[config.mk]
export PLATFORM = sky130hd
export DESIGN_NAME = pla_restriction_sweeper
export DESIGN_NICKNAME = d
export VERILOG_FILES = /design/src/rtl/pla_sweep_pkg.sv /design/src/rtl/bit_deposit.sv /design/src/rtl/pla_restriction_sweeper.sv
export SDC_FILE = /design/constraint.sdc
export NUM_CORES = 1
export LEC_CHECK = 0
export CAP_MARGIN = 20
export CORE_ASPECT_RATIO = 1.4
export CORE_MARGIN = 5
export CORE_UTILIZATION = 65
export DETAILED_ROUTE_END_ITERATION = 12
export DONT_BUFFER_PORTS = 1
export MAX_ROUTING_LAYER = met4
export PLACE_DENSITY = 0.86
export SYNTH_ARGS = -nofsm -noshare
export SYNTH_HDL_FRONTEND = slang
export SYNTH_SLANG_ARGS = --single-unit
[constraint.sdc]
create_clock -name clk -period 13.6 [get_ports clk]
set_input_delay 1.36 -clock clk [delete_from_list [all_inputs] [get_ports clk]]
set_output_delay 1.36 -clock clk [all_outputs]
set_load 0.05 [all_outputs]
[src/rtl/pla_sweep_pkg.sv]
// Shared types and constants for the restriction sweeper.
package pla_sweep_pkg;

    localparam int unsigned NIN   = 16;
    localparam int unsigned CNT_W = 17;
    localparam logic [15:0] CRC_POLY = 16'h1021;

    typedef enum logic [1:0] {IDLE, RUN, DRAIN, DONE} state_t;

    function automatic logic [4:0] popcount(input logic [NIN-1:0] v);
        logic [4:0] c;
        c = '0;
        for (int unsigned i = 0; i < NIN; i++) begin
            c = c + 5'(v[i]);
        end
        return c;
    endfunction

    function automatic logic [15:0] crc_step(input logic [15:0] sig, input logic b);
        logic fb;
        fb = sig[15] ^ b;
        return {sig[14:0], 1'b0} ^ (fb ? CRC_POLY : 16'h0000);
    endfunction

endpackage

[src/rtl/bit_deposit.sv]
// Scatters the low counter bits onto the free positions of a mask, lowest bit first.
module bit_deposit
    import pla_sweep_pkg::*;
(
    input  logic [NIN-1:0] mask_free,
    input  logic [NIN-1:0] cnt,
    output logic [NIN-1:0] deposit
);

    logic [4:0] j;

    always_comb begin
        deposit = '0;
        j       = '0;
        for (int unsigned i = 0; i < NIN; i++) begin
            if (mask_free[i]) begin
                deposit[i] = cnt[j[3:0]];
                j          = j + 5'd1;
            end
        end
    end

endmodule

[src/rtl/pla_restriction_sweeper.sv]
// Sweeps every vector of a restriction through a single-output function and
// reports its on-set size and a CRC signature of the response stream.
module pla_restriction_sweeper
    import pla_sweep_pkg::*;
#(
    parameter int unsigned DUT_LAT  = 0,
    parameter logic [15:0] SIG_SEED = 16'hFFFF
) (
    input  logic             clk,
    input  logic             rst_n,
    input  logic             start,
    input  logic [NIN-1:0]   fix_mask,
    input  logic [NIN-1:0]   fix_val,
    output logic [NIN-1:0]   x,
    output logic             x_valid,
    input  logic             y,
    output logic             busy,
    output logic             done,
    output logic [CNT_W-1:0] onset_count,
    output logic [15:0]      signature
);

    localparam int unsigned DW = $clog2(DUT_LAT + 2);

    state_t           state;
    logic [NIN-1:0]   mask_q;
    logic [NIN-1:0]   val_q;
    logic [NIN-1:0]   free_q;
    logic [NIN-1:0]   dep;
    logic [CNT_W-1:0] cnt;
    logic [CNT_W-1:0] n_total;
    logic [DW-1:0]    dcnt;
    logic [DUT_LAT:0] vline;

    assign free_q  = ~mask_q;
    assign x_valid = vline[0];

    bit_deposit u_deposit (
        .mask_free (free_q),
        .cnt       (cnt[NIN-1:0]),
        .deposit   (dep)
    );

    // vline[0] is x_valid itself; vline[DUT_LAT] marks the edge where y belongs to a vector
    always_ff @(posedge clk or negedge rst_n) begin
        if (!rst_n) begin
            state       <= IDLE;
            mask_q      <= '0;
            val_q       <= '0;
            cnt         <= '0;
            n_total     <= '0;
            dcnt        <= '0;
            vline       <= '0;
            x           <= '0;
            busy        <= 1'b0;
            done        <= 1'b0;
            onset_count <= '0;
            signature   <= '0;
        end else begin
            vline <= vline << 1;
            if (vline[DUT_LAT]) begin
                onset_count <= onset_count + CNT_W'(y);
                signature   <= crc_step(signature, y);
            end
            case (state)
                IDLE: begin
                    if (start) begin
                        mask_q      <= fix_mask;
                        val_q       <= fix_val;
                        n_total     <= CNT_W'(1) << popcount(~fix_mask);
                        cnt         <= CNT_W'(1);
                        onset_count <= '0;
                        signature   <= SIG_SEED;
                        // vector 0 deposits nothing, so only the fixed bits remain
                        x           <= fix_val & fix_mask;
                        vline[0]    <= 1'b1;
                        busy        <= 1'b1;
                        state       <= RUN;
                    end
                end
                RUN: begin
                    if (cnt == n_total) begin
                        dcnt  <= '0;
                        state <= DRAIN;
                    end else begin
                        x        <= dep | (val_q & mask_q);
                        cnt      <= cnt + CNT_W'(1);
                        vline[0] <= 1'b1;
                    end
                end
                DRAIN: begin
                    if (dcnt == DW'(DUT_LAT)) begin
                        done  <= 1'b1;
                        busy  <= 1'b0;
                        state <= DONE;
                    end else begin
                        dcnt <= dcnt + DW'(1);
                    end
                end
                DONE: begin
                    done  <= 1'b0;
                    state <= IDLE;
                end
                default: state <= IDLE;
            endcase
        end
    end

endmodule
# After elaboration in Yosys (flattened, before gate mapping)
# Index checks and enable logic that the tools add are counted.
# word_totals
input_bits	36
ff_bits	121
# classes
bitwise_logic	7
addsub	32
order_cmp	15
n_mux	89
reduce_logical	11
shift	1
n_eq_ne	8
# op_table
cell	n
$mux 17	5
$mux 16	5
$lt 4x5->1 const B	14
$bmux 1 s4	15
$add 5x1->5	11
$mux 4	13
$add 4x1->4 const B	12
$mux 1	39
$pmux 17 s2	1
$and 16x16->16	2
$not 16->16	2
$pmux 16 s2	1
$add 17x1->17	1
$add 17x1->17 const B	1
$eq 17x17->1	1
$shl 1x5->17 const A	1
$or 16x16->16	1
$xor 16x13->16	1
$mux 13	1
$reduce_and 3->1	3
$mux 2	4
$ne 2x2->1 const B	4
$pmux 1 s2	4
$pmux 2 s4	1
14 further kinds	20

# Depth between registers and ports, before layout
# logic_depth
ltp_word	36
ltp_mapped	48

# Cells and area by module
# A second synthesis with hierarchy kept.
# hier_totals
hier_cells	1056
hier_area_um2	9635.5
# modules_own_cells
mod	n_inst	area_per_inst_um2	cells_each
pla_restriction_sweeper	1	6169.7	675
bit_deposit	1	3465.8	381

# Worst setup path before layout
# Ideal clock, no wire load.
# synth_path
kind	register -> register
start	reg mask_q[0]
end	reg x[15]
stages_incl_launch_ff	47
synth_period_minus_slack_ps	11233
slack_ps	2367
arrival_ps	11106
setup_time_ps	127
n_path_buf	1
cell_sequence	dfrtp_1 inv_1 ha_1 xor2_1 inv_1 ha_1 nor2_1 a31oi_2 ha_1 mux2i_1 inv_1 ha_1 nor2_1 a31oi_1 nand2_1 inv_1 ha_1 nor2b_1 [... 11 more ...] o21ai_2 ha_1 o21ai_0 o21ai_2 ha_1 mux2i_2 inv_1 ha_1 mux2_2 ha_1 o21ai_0 a31oi_2 ha_1 mux2i_4 mux4_1 mux2i_1 mux2_1 a31oi_1
# synth_between
elab_chain_len	36
# synth_rtl
element	line_no	text
from (decl)	pla_restriction_sweeper.sv:26	logic [NIN-1:0] mask_q;
from (signal assigned)	pla_restriction_sweeper.sv:68	mask_q <= fix_mask;
$not 16->16 *	pla_restriction_sweeper.sv:35	assign free_q = ~mask_q;
$mux 1 *	bit_deposit.sv:16	if (mask_free[i]) begin
$add 1x1->2	bit_deposit.sv:18	j = j + 5'd1;
$mux 2 *	bit_deposit.sv:16	
$add 2x1->3	bit_deposit.sv:18	
$mux 4 *	bit_deposit.sv:16	
$add 4x1->4	bit_deposit.sv:18	
$mux 4 *	bit_deposit.sv:16	
[... 20 more ...]	-	
$add 4x1->4	bit_deposit.sv:18	
$mux 4 *	bit_deposit.sv:16	
$bmux 1 s4 *	bit_deposit.sv:17	deposit[i] = cnt[j[3:0]];
$mux 1 (implied by the code) *	bit_deposit.sv:17	
$mux 1 *	bit_deposit.sv:16	
$or 16x16->16 *	pla_restriction_sweeper.sv:86	x <= dep | (val_q & mask_q);
$mux 16 *	pla_restriction_sweeper.sv:82	if (cnt == n_total) begin
$pmux 16 s2 *	pla_restriction_sweeper.sv:65	case (state)
to (signal assigned)	pla_restriction_sweeper.sv:75	x <= fix_val & fix_mask;
to (signal assigned)	pla_restriction_sweeper.sv:86	
to (decl)	pla_restriction_sweeper.sv:14	output logic [NIN-1:0] x,
# Mark *: on every way between the ends. The rest lies on a longest branch, timed or not. The select of a mux whose other input is x is not followed.
# A chain may end at the register's enable or synchronous reset.

# Worst setup path in the final report
# Same ends and word-level chain as after synthesis.

==> impl_results.md <==
- Die area: 16590 sq um
- DP HPWL: 16.35 mm
- Die width: 110.3 um
- Final worst path period share: 90.26%
- Later-pin clock latency in the skew report: 0.43 ns
- Buffer depth of the longest clock path: 2
- Comb pwr share: 15.4%
- Area leader, netlist: dfrtp_1
- TritonCTS Buffers: 17
- Post-Synth Adder-Cell Area: 5.741%
- Placed inst area: 9211 sq um
- #FFs+latches synth: 120
- Total Routed Length: 24.74 mm
- Tot GR Track Use: 32.81%
- CP Data Required Time: 13.89 ns
- Worst vdd ir: 0.1633 mV
- Post-CTS sizing: 0
- Post-synth ARST share: 100.0%
- Max-Cap Viols: 0
- Mapped Nets: 1052
- Worst R2R Start: mask_q[0]
- Worst path most repeated cell: ha_1
- Power Density: 118.2 nW/um^2
- Crit path launch type: flip-flop
- Global-route wire length before repair: 40.71 mm
- Port buffer count: 0
- Die height: 150.4 um
- Hold Crit Class: flip-flop to flip-flop
- Final hold vios: 0
- Cell Int Power: 696.1 uW
- Design Power: 1155 uW
- Antenna viol nets, final: 0
- Final setup fails: 0
- Crit Path Class: flip-flop to flip-flop
- Multi-input gate area: 5642 sq um
- Initial antenna violation count: 0
- CP max stage cell: mux2i_2
- Sequential share of the synthesized area: 32.80%
- Vias in the first global route: 7813
- Final Instance Area: 9767 sq um
- N_diodes: 0
- Layout Utilization: 70.53%
- Avg Cell Area, Syn: 9.341 sq um
- CTS Sinks: 120
- Mux cell area share after synthesis: 17.02%
- Initial DRC count: 707
- Setup Fix Bufs, Post-CTS: 0
- CP arrival: 12.56 ns
- Sequential share of power: 47.8%
- Grt ovf: 0
- Placer Congestion: 0.8991
- Number of flops mapped to enable cells by yosys: 0
- Synth Cell Area: 9154 sq um
- Leakage: 0.004668 uW
- Clock skew: 0.01202 ns
- Slew Limit Fails: 0
- Buffer type at the clock tree root: clkbuf_16
- Synth Area in Simple Gates: 16.16%
- DRC: 0
- Finished Layout Cells: 1154
- Distinct cells, synth: 74
- Instance count of the mapped netlist: 980
- CP endpoint kind: flip-flop
- CP Launch Point: mask_q[0]
- YS warnings: 0
- Synth Flop Type: dfrtp_1
- Routed via count: 7528
- # IOs: 88
- Status: completed
- FF/Latch Area: 3003 sq um
- XOR/XNOR Fraction of Synth Area: 11.40%
- Clock Power Share: 36.8%
- RSZ-0062 raised after global routing: false
- Psw: 458.4 uW
- CTS tree: done
- Minimum clock period: 12.28 ns
- Post-synth top area share: 32.80%
- Placed Instances: 1121
- Post-layout net count: 1028
- Max-slew headroom: 26.70%
- Switching Fraction: 39.70%
- Measured slew at the worst slew-check pin: 1.092 ns
- Largest net degree at the start of global routing: 121
- Post-synthesis compound-gate area fraction: 11.28%
- Standard-cell rows: 51
- Post-synth top cells: nand2_1 (150), dfrtp_1 (120), nor2_1 (86)
- Initial core utilization: 66.11%
- Wire per inst: 21.44 um
- Share of layout cells above drive strength 1: 12.69%
- Clock transition at path regs: 0.06 ns
- CTS Hold Bufs: 0
- Fillers: 952
- Hold path start: val_q[13]
- Max incr delay on CP: 0.58 ns
- Max H-tree Level: 4
- Via/cell ratio: 6.523
- Fmax: 0.08147 GHz
- Core ar.: 13850 sq um
- Dominant cells by area after synthesis: dfrtp_1 (33%), mux2i_1 (8.1%), nand2_1 (6.2%)
- Area Growth Syn to Fin: 6.698%
- Largest family of logic cells by synthesized area: multiplexers
- TNS Setup: 0 ns
- Crit-path max FO: 10
- Count leader, synth: nand2_1
- Drt pass-1 iters: 5
-- critical path: cells and delay by family (launching register included) --
family | cells | cell delay (ns)
simple gates | 5 | 0.58
flops | 1 | 0.42
fa+ha+maj | 13 | 4.22
compound gates | 11 | 2.84
buf+inv | 8 | 1.17
mux | 8 | 2.51
xor+xnor | 1 | 0.35
-- cell type report --
class                      count  share of cell area (%)
sequential                   120                   30.75
inverter                      54                   2.127
multi-input combinational    745                   57.76
timing repair buffer          18                   1.384
clock inverter                14                   1.217
tap                          185                   2.370
clock buffer                  18                   4.394
-- through the flow --
| step | setup slack [ns] | hold WS (ns) |
|---|---|---|
| 2_1_floorplan | 2.367 | 0.4369 |
| 3_3_place_gp | 1.436 | 0.4481 |
| 3_5_place_dp | 0.9712 | 0.4539 |
| 4_1_cts | 0.6874 | 0.4770 |
| 5_1_grt | 0.5615 | 0.4980 |
| 6_report | 1.325 | 0.4752 |
-- logic make-up (layout without fill, tap and decap cells) --
logic type               after synthesis  after routing
buffers and inverters                115            104
XOR/XNOR                              96             96
adder cells (fa/ha/maj)               36             36
AND/OR/NAND/NOR                      330            330
flip-flops                           120            120
AO/OA/AOI/OAI                        162            162
multiplexers                         121            121
-- registers in the layout, summed over array words and instances (netlist names) --
signal	cells
done	1
signature	16
x	16
n_total	17
busy	1
x_valid	1
cnt	17
mask_q	16
state	2
val_q	16
onset_count	17
-- power by group through the flow --
| stage | registers, uW | logic (uW) | clock network, uW |
|---|---|---|---|
| after floorplan | 544 | 132 | 0 |
| after global placement | 558 | 157 | 0 |
| after detailed placement | 559 | 172 | 0 |
| after CTS | 553 | 177 | 424 |
| after global routing | 560 | 204 | 443 |
| final | 552 | 177 | 425 |
-- worst paths after layout --
| path | end | slack, ns | cells after the start |
|---|---|---|---|
| max in group asynchronous | x[10] | 12.82 | 0 |
| max reg2reg | x[15] | 1.32 | 46 |
| min in group asynchronous | done | 0.62 | 0 |
| max | x[15] | 1.32 | 46 |
| min | val_q[13] | 0.48 | 2 |
| min reg2reg | val_q[13] | 0.48 | 2 |
-- layer usage --
layer | global-route usage, % | wire length, um | up-vias
li1 | - | - | 3312
met2 | 53.55 | 12600 | 457
met4 | 16.88 | 1286 | 0
met5 | - | 0 | -
met1 | 37.02 | 8512 | 3627
met3 | 8.323 | 2337 | 132
-- cells in the final DEF, fill, tap and decap left out, types with 26 or more instances in the layout --
cell / n
nand2_1: 149
dfrtp_1: 120
nor2_1: 86
mux2i_1: 74
o21ai_0: 59
inv_1: 52
xor2_1: 47
a21oi_1: 42
xnor2_1: 34
ha_1: 26
Power figures use the tool's default switching activity.
